## src/rtl/icache_req_arbiter_pkg.sv

```systemverilog
// Shared types for the i-cache request arbiter and the fetch unit.
// Holds the arbiter state encoding and the grant source enum.
package icache_req_arbiter_pkg;

   localparam int unsigned XLEN = 32;

   typedef enum logic [1:0] {
      ARB_IDLE,
      ARB_BUSY_FETCH,
      ARB_BUSY_PREF,
      ARB_DISCARD
   } icache_arb_state_t;

   typedef enum logic {
      SRC_FETCH,
      SRC_PREF
   } icache_req_src_t;

   function automatic icache_arb_state_t busy_state(icache_req_src_t s);
      return (s == SRC_PREF) ? ARB_BUSY_PREF : ARB_BUSY_FETCH;
   endfunction

endpackage

```

## src/rtl/icache_req_arbiter.sv

```systemverilog
// Shares the single i-cache read port between demand fetch and the
// next-line prefetcher, one outstanding read at a time.
// Ports: clk_i/rst_i (async, active-high), flush_i,
//   fetch_req_i/fetch_addr_i/fetch_done_o  demand requester
//   pref_req_i/pref_addr_i/pref_done_o     prefetch requester
//   read_req_o/read_addr_o/read_done_i     i-cache read port
//   busy_o                                 a read is outstanding
module icache_req_arbiter
   import icache_req_arbiter_pkg::*;
#(
   parameter int unsigned STARVE_LIMIT = 8,
   parameter int unsigned ADDR_W       = XLEN
) (
   input  logic              clk_i,
   input  logic              rst_i,
   input  logic              flush_i,
   input  logic              fetch_req_i,
   input  logic [ADDR_W-1:0] fetch_addr_i,
   output logic              fetch_done_o,
   input  logic              pref_req_i,
   input  logic [ADDR_W-1:0] pref_addr_i,
   output logic              pref_done_o,
   output logic              read_req_o,
   output logic [ADDR_W-1:0] read_addr_o,
   input  logic              read_done_i,
   output logic              busy_o
);

   localparam int unsigned CNT_W = $clog2(STARVE_LIMIT + 1);
   localparam logic [CNT_W-1:0] CNT_MAX = CNT_W'(STARVE_LIMIT);

   icache_arb_state_t state_q, state_d;
   logic [ADDR_W-1:0] addr_q, addr_d;
   logic [CNT_W-1:0]  starve_cnt_q, starve_cnt_d;
   icache_req_src_t   src;
   logic              starved;

   assign starved = (starve_cnt_q == CNT_MAX);

   always_ff @(posedge clk_i or posedge rst_i) begin
      if (rst_i) begin
         state_q      <= ARB_IDLE;
         addr_q       <= '0;
         starve_cnt_q <= '0;
      end else begin
         state_q      <= state_d;
         addr_q       <= addr_d;
         starve_cnt_q <= starve_cnt_d;
      end
   end

   always_comb begin
      state_d      = state_q;
      addr_d       = addr_q;
      starve_cnt_d = starve_cnt_q;
      fetch_done_o = 1'b0;
      pref_done_o  = 1'b0;
      src          = SRC_FETCH;

      unique case (state_q)
         ARB_IDLE: begin
            if (!flush_i && (fetch_req_i || pref_req_i)) begin
               // Prefetch wins alone, or when the starvation
               // budget has been used up by fetch.
               if (pref_req_i && (!fetch_req_i || starved)) begin
                  src = SRC_PREF;
               end
               state_d = busy_state(src);
               if (src == SRC_PREF) begin
                  addr_d       = pref_addr_i;
                  starve_cnt_d = '0;
               end else begin
                  addr_d = fetch_addr_i;
                  if (pref_req_i && !starved) begin
                     starve_cnt_d = starve_cnt_q + CNT_W'(1);
                  end
               end
            end
         end
         ARB_BUSY_FETCH: begin
            if (read_done_i) begin
               fetch_done_o = !flush_i;
               state_d      = ARB_IDLE;
            end else if (flush_i) begin
               state_d = ARB_DISCARD;
            end
         end
         ARB_BUSY_PREF: begin
            if (read_done_i) begin
               pref_done_o = !flush_i;
               state_d     = ARB_IDLE;
            end else if (flush_i) begin
               state_d = ARB_DISCARD;
            end
         end
         ARB_DISCARD: begin
            // The cache cannot cancel; wait out the stale line.
            if (read_done_i) begin
               state_d = ARB_IDLE;
            end
         end
         default: begin
            state_d = ARB_IDLE;
         end
      endcase

      if (flush_i) begin
         starve_cnt_d = '0;
      end
   end

   assign read_req_o  = (state_q != ARB_IDLE);
   assign busy_o      = (state_q != ARB_IDLE);
   assign read_addr_o = addr_q;

endmodule

```

## config.mk

```make
export PLATFORM = sky130hd
export DESIGN_NAME = icache_req_arbiter
export DESIGN_NICKNAME = d
export VERILOG_FILES = /design/src/rtl/icache_req_arbiter_pkg.sv /design/src/rtl/icache_req_arbiter.sv
export SDC_FILE = /design/constraint.sdc
export NUM_CORES = 1
export LEC_CHECK = 0
export ABC_AREA = 1
export BUFFER_PORTS_ARGS = -buffer_cell sky130_fd_sc_hd__buf_2
export CORE_AREA = 4 4 92 85
export CTS_BUF_LIST = sky130_fd_sc_hd__clkbuf_8
export CTS_CLUSTER_DIAMETER = 60
export CTS_CLUSTER_SIZE = 24
export DETAILED_ROUTE_END_ITERATION = 10
export DIE_AREA = 0 0 96 89
export PLACE_DENSITY = 0.63
export SYNTH_ARGS = -nofsm -noshare
export SYNTH_HDL_FRONTEND = slang
export SYNTH_SLANG_ARGS = --single-unit
```

## constraint.sdc

```tcl
create_clock -name clk_i -period 1.4 [get_ports clk_i]
set_input_delay 0.28 -clock clk_i [delete_from_list [all_inputs] [get_ports clk_i]]
set_output_delay 0.28 -clock clk_i [all_outputs]
set_load 0.005 [all_outputs]
```

==> summary.md, run 1 <==
| Metric | Value |
|---|---|
| CORE AREA | `0.00693 sq mm` |
| Sequence of cells on the critical path | `buf_6 > ha_4 > and3_4 > buf_6` |
| PnR worst setup slack | `-112 ps` |
| Layout Cells excl Fill | `between 500 and 600` |
| FILL cells | `643` |
| Antenna viol nets, final | `0` |
| Unrepaired setup endpoints after global routing | `yes` |
| #FFs+latches synth | `38` |
| Yosys warning count | `0` |
| Bufs and invs on worst path | `2` |
| Critical-path top delay cell | `dfrtp_1` |
| Routed wire length | `7120 um` |
| Post-synthesis async set-or-reset flop share | `100%` |
| TritonCTS clock tree | `done` |
| RePlAce Congestion | `between 0.7 and 0.8` |
| Power Density | `approximately 1400 mW/mm^2` |
| CP Max Fanout | `2` |
| Setup Viol. Count Final | `23` |
| Crit-path leading delay family | `flip-flops` |
| Clock period minus worst slack | `around 1500 ps` |
| Area delta synth->final | `64.1%` |
| Half-perimeter wire length after placement | `4520 um` |
| Overflow left after global routing | `0` |
| Router iterations before antenna repair | `4` |
| Leakage | `0.00206 uW` |
| Worst-path clk slew | `about 80 ps` |
| DR DRC count | `0` |
| Clk_lat worst skew | `290 ps` |
| H-tree depth | `2` |
| Failing checks | `negative setup slack` |
| Slew @ Worst Pin | `about 210 ps` |
| Hold Crit Class | `primary input to asynchronous set/reset pin` |
| Worst setup SP type | `register` |
| Data arrival, critical path | `1230 ps` |
| Share of cells above drive strength 1 | `53.9%` |
| Period Utilization, post-route | `108%` |
| R2R setup slack | `-40 ps` |
| Reg2reg end | `read_addr_o[16]$_DFFE_PP0P_` |
| Die W | `around 96 um` |
| Fin area | `0.00384 sq mm` |
| Setup TNS | `-550 ps` |
| Post-synthesis sequential area ratio | `40.6%` |
| Yosys top cell by area | `dfrtp_1` |
| Chip Height | `between 80 and 90 um` |
| Most frequent CP cell | `buf_6` |
| Placed insts | `approximately 500` |
| Final Skew | `~6.5 ps` |
| Syn_area_per_cell | `around 7.7 sq um` |
| Worst setup EP type | `output port` |
| Total Nets Final | `510` |
| TritonCTS Sinks | `38` |
| VDD IR-drop max | `between 0.6 and 0.7 mV` |
| Hold buffer count at CTS | `0` |
| Required time of the critical path | `around 1100 ps` |
| Fin. max-slew vios | `0` |
| Slew HR | `between 80% and 90%` |
| DRT iter0 DRCs | `60` |
| Vias in the first global route | `between 2,000 and 2,500` |
| Largest net degree at the start of global routing | `39` |
| DP Worst Slack | `-12.0 ps` |
| Routed WL per cell | `between 10 and 15 um` |
| DR vias/cell | `between 4 and 5` |
| Std cell rows | `29` |
| Post-synth top area share | `approximately two fifths` |
| Ys flop type | `dfrtp_1` |
| Initial core utilization | `about a third` |
| Kind of critical path | `register to output port` |
| Post-Syn Area | `roughly 0.0023 sq mm` |
| Post-synthesis instance total | `~300` |
| Fmax | `roughly 0.66 GHz` |
| I/O pins | `106` |
| Max clock buf depth | `2` |
| Distinct cells, synth | `23` |
| FF-to-FF Start | `state_q[1]$_DFFE_PP0P_` |
| PortBufs | `105` |
| Fin. Hold Viols | `0` |
| Root Driver | `clkbuf_8` |
| Reg2Reg Depth | `8` |
| Total track usage | `14.0%` |
| Reg area | `around 950 sq um` |
| Syn nets | `between 300 and 400` |
| Area of the multi-input gates | `0.00151 sq mm` |
| DP Area | `0.00300 sq mm` |
| Status | `finished, violations left` |
| Max Cap Violations | `0` |
| Die area | `~0.0085 sq mm` |
| WP depth | `4` |
| Post-synth EDFFs | `0` |
| N_diodes | `0` |
| Max incr delay on CP | `slightly above 400 ps` |
| Top cells by area, synth | `dfrtp_1 (41%), nand2_1 (18%), nand3b_1 (11%)` |
| Critical path origin | `state_q[0]$_DFFE_PP0P_` |
| CTS buffer count | `5` |
| First-pass GRT wire length | `approximately 9600 um` |
| Initial antenna violation count | `0` |
| Vias | `about 2,400` |
## repair_timing
item	in CTS	in global routing
pin swaps	4	59
resized for setup	13	119
setup endpoints to repair	33	41
cloned	0	6
setup buffers	3	8
## sequential cells by signal (all words and copies together), names as in the netlist
name	cells
starve_cnt_q	4
read_addr_o	32
state_q	2
## cell usage after synthesis, types with 2 or more instances
| library cell | n |
|---|---|
| dfrtp_1 | 38 |
| nand3b_1 | 33 |
| and3_1 | 2 |
| buf_6 | 10 |
| inv_2 | 3 |
| nand2_1 | 112 |
| nand2_4 | 2 |
| buf_2 | 3 |
| inv_1 | 41 |
| a21oi_1 | 3 |
| buf_4 | 4 |
| nand3_1 | 37 |
| ha_1 | 7 |
## layout make-up
cell class	instances	share of cell area (%)
repair buffers	137	25.2
clock buffers	6	2.15
clock inverters	2	0.325
flip-flops and latches	38	24.7
multi-input cells	205	39.4
inverters	45	4.78
well taps	93	3.03
repair inverters	1	0.423
## layer usage
layer  global-route usage [%]  wire (um)
met3                     3.20        462
met2                     23.8       3600
met5                        0          0
met1                     18.2       3040
met4                     3.10         25
## report_power, final
group	internal, uW	leakage [uW]	switching [uW]
registers	1580	0.000474	271
logic	1290	0.00154	1320
clock network	396	0.0000472	391
## worst max-delay path by stage
stage | endpoint | slack, ps
after floorplan | read_addr_o[0]$_DFFE_PP0P_ | 2
after global placement | read_addr_o[16]$_DFFE_PP0P_ | 10
after detailed placement | read_addr_o[16]$_DFFE_PP0P_ | -10
after CTS | pref_done_o | -120
after global routing | fetch_done_o | -140
final | fetch_done_o | -110
## cell usage in the layout (no fill, tap or decap), drive strengths merged
| cell type | Yosys | layout |
|---|---|---|
| ha | 7 | 7 |
| nand2 | 115 | 115 |
| nand3b | 33 | 33 |
| o21ai | 1 | 1 |
| o22ai | 1 | 1 |
| o31ai | 1 | 1 |
| a21oi | 4 | 4 |
| inv | 45 | 45 |
| dfrtp | 38 | 38 |
| clkinv | 0 | 2 |
| o211ai | 1 | 1 |
| clkinvlp | 0 | 1 |
| clkbuf | 0 | 10 |
| nand4 | 1 | 1 |
| and3 | 2 | 2 |
| nand3 | 38 | 38 |
| nor2 | 1 | 1 |
| buf | 17 | 133 |
## metrics by stage
step           hold WS [ps]  power (uW)  utilization (%)
6_report               20.3        5240             55.5
3_5_place_dp            335        3800             43.3
4_1_cts                20.5        4720             45.8
2_1_floorplan           447        2950                -
5_1_grt                24.8        5710             55.5
3_3_place_gp            336        3770             43.3
## worst min-delay path, delay by kind of cell
kind	cells	cell delay, ps
buffers and inverters	3	390
## kinds of logic after synthesis
family	count (synthesis)	synth area share, %
simple gates	190	39.3
buf+inv	62	14.0
flops	38	40.6
compound gates	8	2.30
fa+ha+maj	7	3.74
No activity file was read; power rests on OpenSTA's default activity.
==> run 2, diff against run 1 <==
--- a/config.mk
+++ b/config.mk
@@ -13,7 +13,7 @@
 export CTS_CLUSTER_SIZE = 24
 export DETAILED_ROUTE_END_ITERATION = 10
 export DIE_AREA = 0 0 96 89
-export PLACE_DENSITY = 0.63
+export PLACE_DENSITY = 0.75
 export SYNTH_ARGS = -nofsm -noshare
 export SYNTH_HDL_FRONTEND = slang
 export SYNTH_SLANG_ARGS = --single-unit
==> summary.md, run 2 (synthesis gave the netlist of run 1 again) <==
| Metric | Value |
|---|---|
| Status | `finished, violations left` |
| Failing checks | `negative setup slack` |
| TritonCTS clock tree | `done` |
| Most frequent cells in the layout | `buf_2 (101), nand2_1 (97), dfrtp_1 (38)` |
| Power Density | `between 1000 and 1500 mW/mm^2` |
| N_diodes | `0` |
| Initial antenna violation count | `0` |
| Area delta synth->final | `55.9%` |
| Largest register FFs | `32` |
| FILL cells | `~660` |
| CP Max Fanout | `2` |
| Comb pwr share | `about 48%` |
| Switching share of total power | `a little over a third` |
| Critical path origin | `state_q[0]$_DFFE_PP0P_` |
| Tot Pwr | `5270 uW` |
| Routed wire length | `about 7000 um` |
| Antenna viol nets, final | `0` |
| Worst setup SP type | `register` |
| Data arrival, critical path | `around 1200 ps` |
| Sw power | `between 1500 and 2000 uW` |
| Max clock buf depth | `2` |
| DP Area | `about 0.003 sq mm` |
| Std cell rows | `29` |
| VDD IR-drop max | `about 0.84 mV` |
| Fin area | `about 0.0037 sq mm` |
| Most frequent CP cell | `buf_6` |
| RePlAce Congestion | `roughly 0.75` |
| Total track usage | `between 10% and 20%` |
| CTS buffer count | `5` |
| Routed WL per cell | `about 14 um` |
| WL met2 | `3520 um` |
| Total Nets Final | `506` |
| DRT iter0 DRCs | `86` |
| Initial core utilization | `roughly a third` |
| Worst setup EP type | `output port` |
| Routed met3 length | `541 um` |
| Critical-path top delay cell | `dfrtp_1` |
| PortBufs | `105` |
| Period Utilization, post-route | `108%` |
| Crit-path leading delay family | `flip-flops` |
| Bufs and invs on worst path | `3` |
| PnR worst setup slack | `-116 ps` |
| Clk network pwr share | `~17%` |
| Slew HR | `86.0%` |
| Seq pwr share | `a little over a third` |
| Clock period minus worst slack | `around 1500 ps` |
| Leakage | `approximately 0.0020 uW` |
| Clk_lat worst skew | `about 290 ps` |
| Sequence of cells on the critical path | `inv_2 > buf_6 > ha_4 > and3_4 > buf_6` |
| Worst slack on hold paths | `between 40 and 50 ps` |
| Root Driver | `clkbuf_8` |
| I/O pins | `approximately 110` |
| Most common cell after layout, fill and taps aside | `buf_2` |
| Chip Height | `roughly 89 um` |
| FF-to-FF Start | `starve_cnt_q[1]$_DFFE_PP0P_` |
| TritonCTS Sinks | `38` |
| Fmax | `around 0.66 GHz` |
| Hold buffer count at CTS | `0` |
| Placed insts | `between 500 and 600` |
| DR DRC count | `0` |
| Final Skew | `4.71 ps` |
| Met1 Routed Length | `about 3000 um` |
| Largest net degree at the start of global routing | `39` |
| Required time of the critical path | `around 1100 ps` |
| Hold Crit Class | `primary input to asynchronous set/reset pin` |
| Max incr delay on CP | `380 ps` |
| Share of cells above drive strength 1 | `46.0%` |
| Setup Viol. Count Final | `15` |
| Unrepaired setup endpoints after global routing | `yes` |
| DR vias/cell | `4.57` |
| Overflow left after global routing | `0` |
| Router iterations before antenna repair | `6` |
| Pint | `3380 uW` |
| Vias | `about 2,400` |
| Final core occ | `between 50 and 60%` |
| Half-perimeter wire length after placement | `roughly 4400 um` |
| Layout Cells excl Fill | `between 500 and 600` |
| Max Cap Violations | `0` |
| Die W | `between 90 and 100 um` |
| H-tree depth | `2` |
| CORE AREA | `roughly 0.0069 sq mm` |
| Fin. Hold Viols | `0` |
| Vias in the first global route | `around 2,100` |
| Uppermost routed layer | `met4` |
| First-pass GRT wire length | `just under 10,000 um` |
| Fin. max-slew vios | `0` |
| Worst-path clk slew | `~80 ps` |
| Kind of critical path | `register to output port` |
| Die area | `approximately 0.0085 sq mm` |
| Slew @ Worst Pin | `between 200 and 250 ps` |
run 2: stage by stage:
step	TNS [ps]	setup WS, ps
2_1_floorplan	0	2.40
3_3_place_gp	0	69.4
3_5_place_dp	0	34.0
4_1_cts	-356	-119
5_1_grt	-2820	-176
6_report	-569	-116
run 2: final timing paths:
| check | slack, ps | cells after the start | end |
|---|---|---|---|
| hold reg to reg | 470 | 2 | read_addr_o[8]$_DFFE_PP0P_ |
| setup / recovery | -120 | 5 | pref_done_o |
| setup reg to reg | -60 | 8 | starve_cnt_q[3]$_DFFE_PP0P_ |
| min in group clk_i | 280 | 4 | starve_cnt_q[2]$_DFFE_PP0P_ |
| max in group asynchronous | 1170 | 3 | read_addr_o[25]$_DFFE_PP0P_ |
| hold / removal | 40 | 3 | read_addr_o[16]$_DFFE_PP0P_ |
run 2: cell type report:
| class | count | area, sq um | area share, % |
|---|---|---|---|
| multi-input cells | 205 | 1320 | 36.1 |
| clock inverters | 3 | 37.5 | 1.03 |
| inverters | 45 | 184 | 5.03 |
| well taps | 93 | 116 | 3.18 |
| repair buffers | 134 | 978 | 26.8 |
| flip-flops and latches | 38 | 951 | 26.0 |
| clock buffers | 5 | 68.8 | 1.88 |
run 2: layer usage:
layer,global-route usage (%),vias up
met1,19.2,1089
met4,3.10,0
met3,3.11,4
met5,0,-
li1,-,1204
met2,24.3,93
run 2: power by group through the flow:
| stage | logic (uW) | registers [uW] | clock network (uW) |
|---|---|---|---|
| 6_report | 2510 | 1850 | 912 |
| 5_1_grt | 2810 | 1900 | 982 |
| 4_1_cts | 2180 | 1850 | 948 |
| 3_5_place_dp | 1950 | 1850 | 0 |
| 3_3_place_gp | 1910 | 1850 | 0 |
| 2_1_floorplan | 1060 | 1890 | 0 |
run 2: repair_timing:
item / CTS / global route
buffers inserted: 3 / 4
pin swaps: 5 / 15
cloned: 0 / 7
setup endpoints to repair: 4 / 41
resized for setup: 18 / 59
run 2: worst register-to-register path: stages, from the launching register on:
cell and delay, ps:
dfrtp_1 410, inv_2 100, ha_4 150, nand3_4 100, nand2_8 140, nand2_8 100, clkbuf_16 190, o211ai_1 90
nand2_1 70
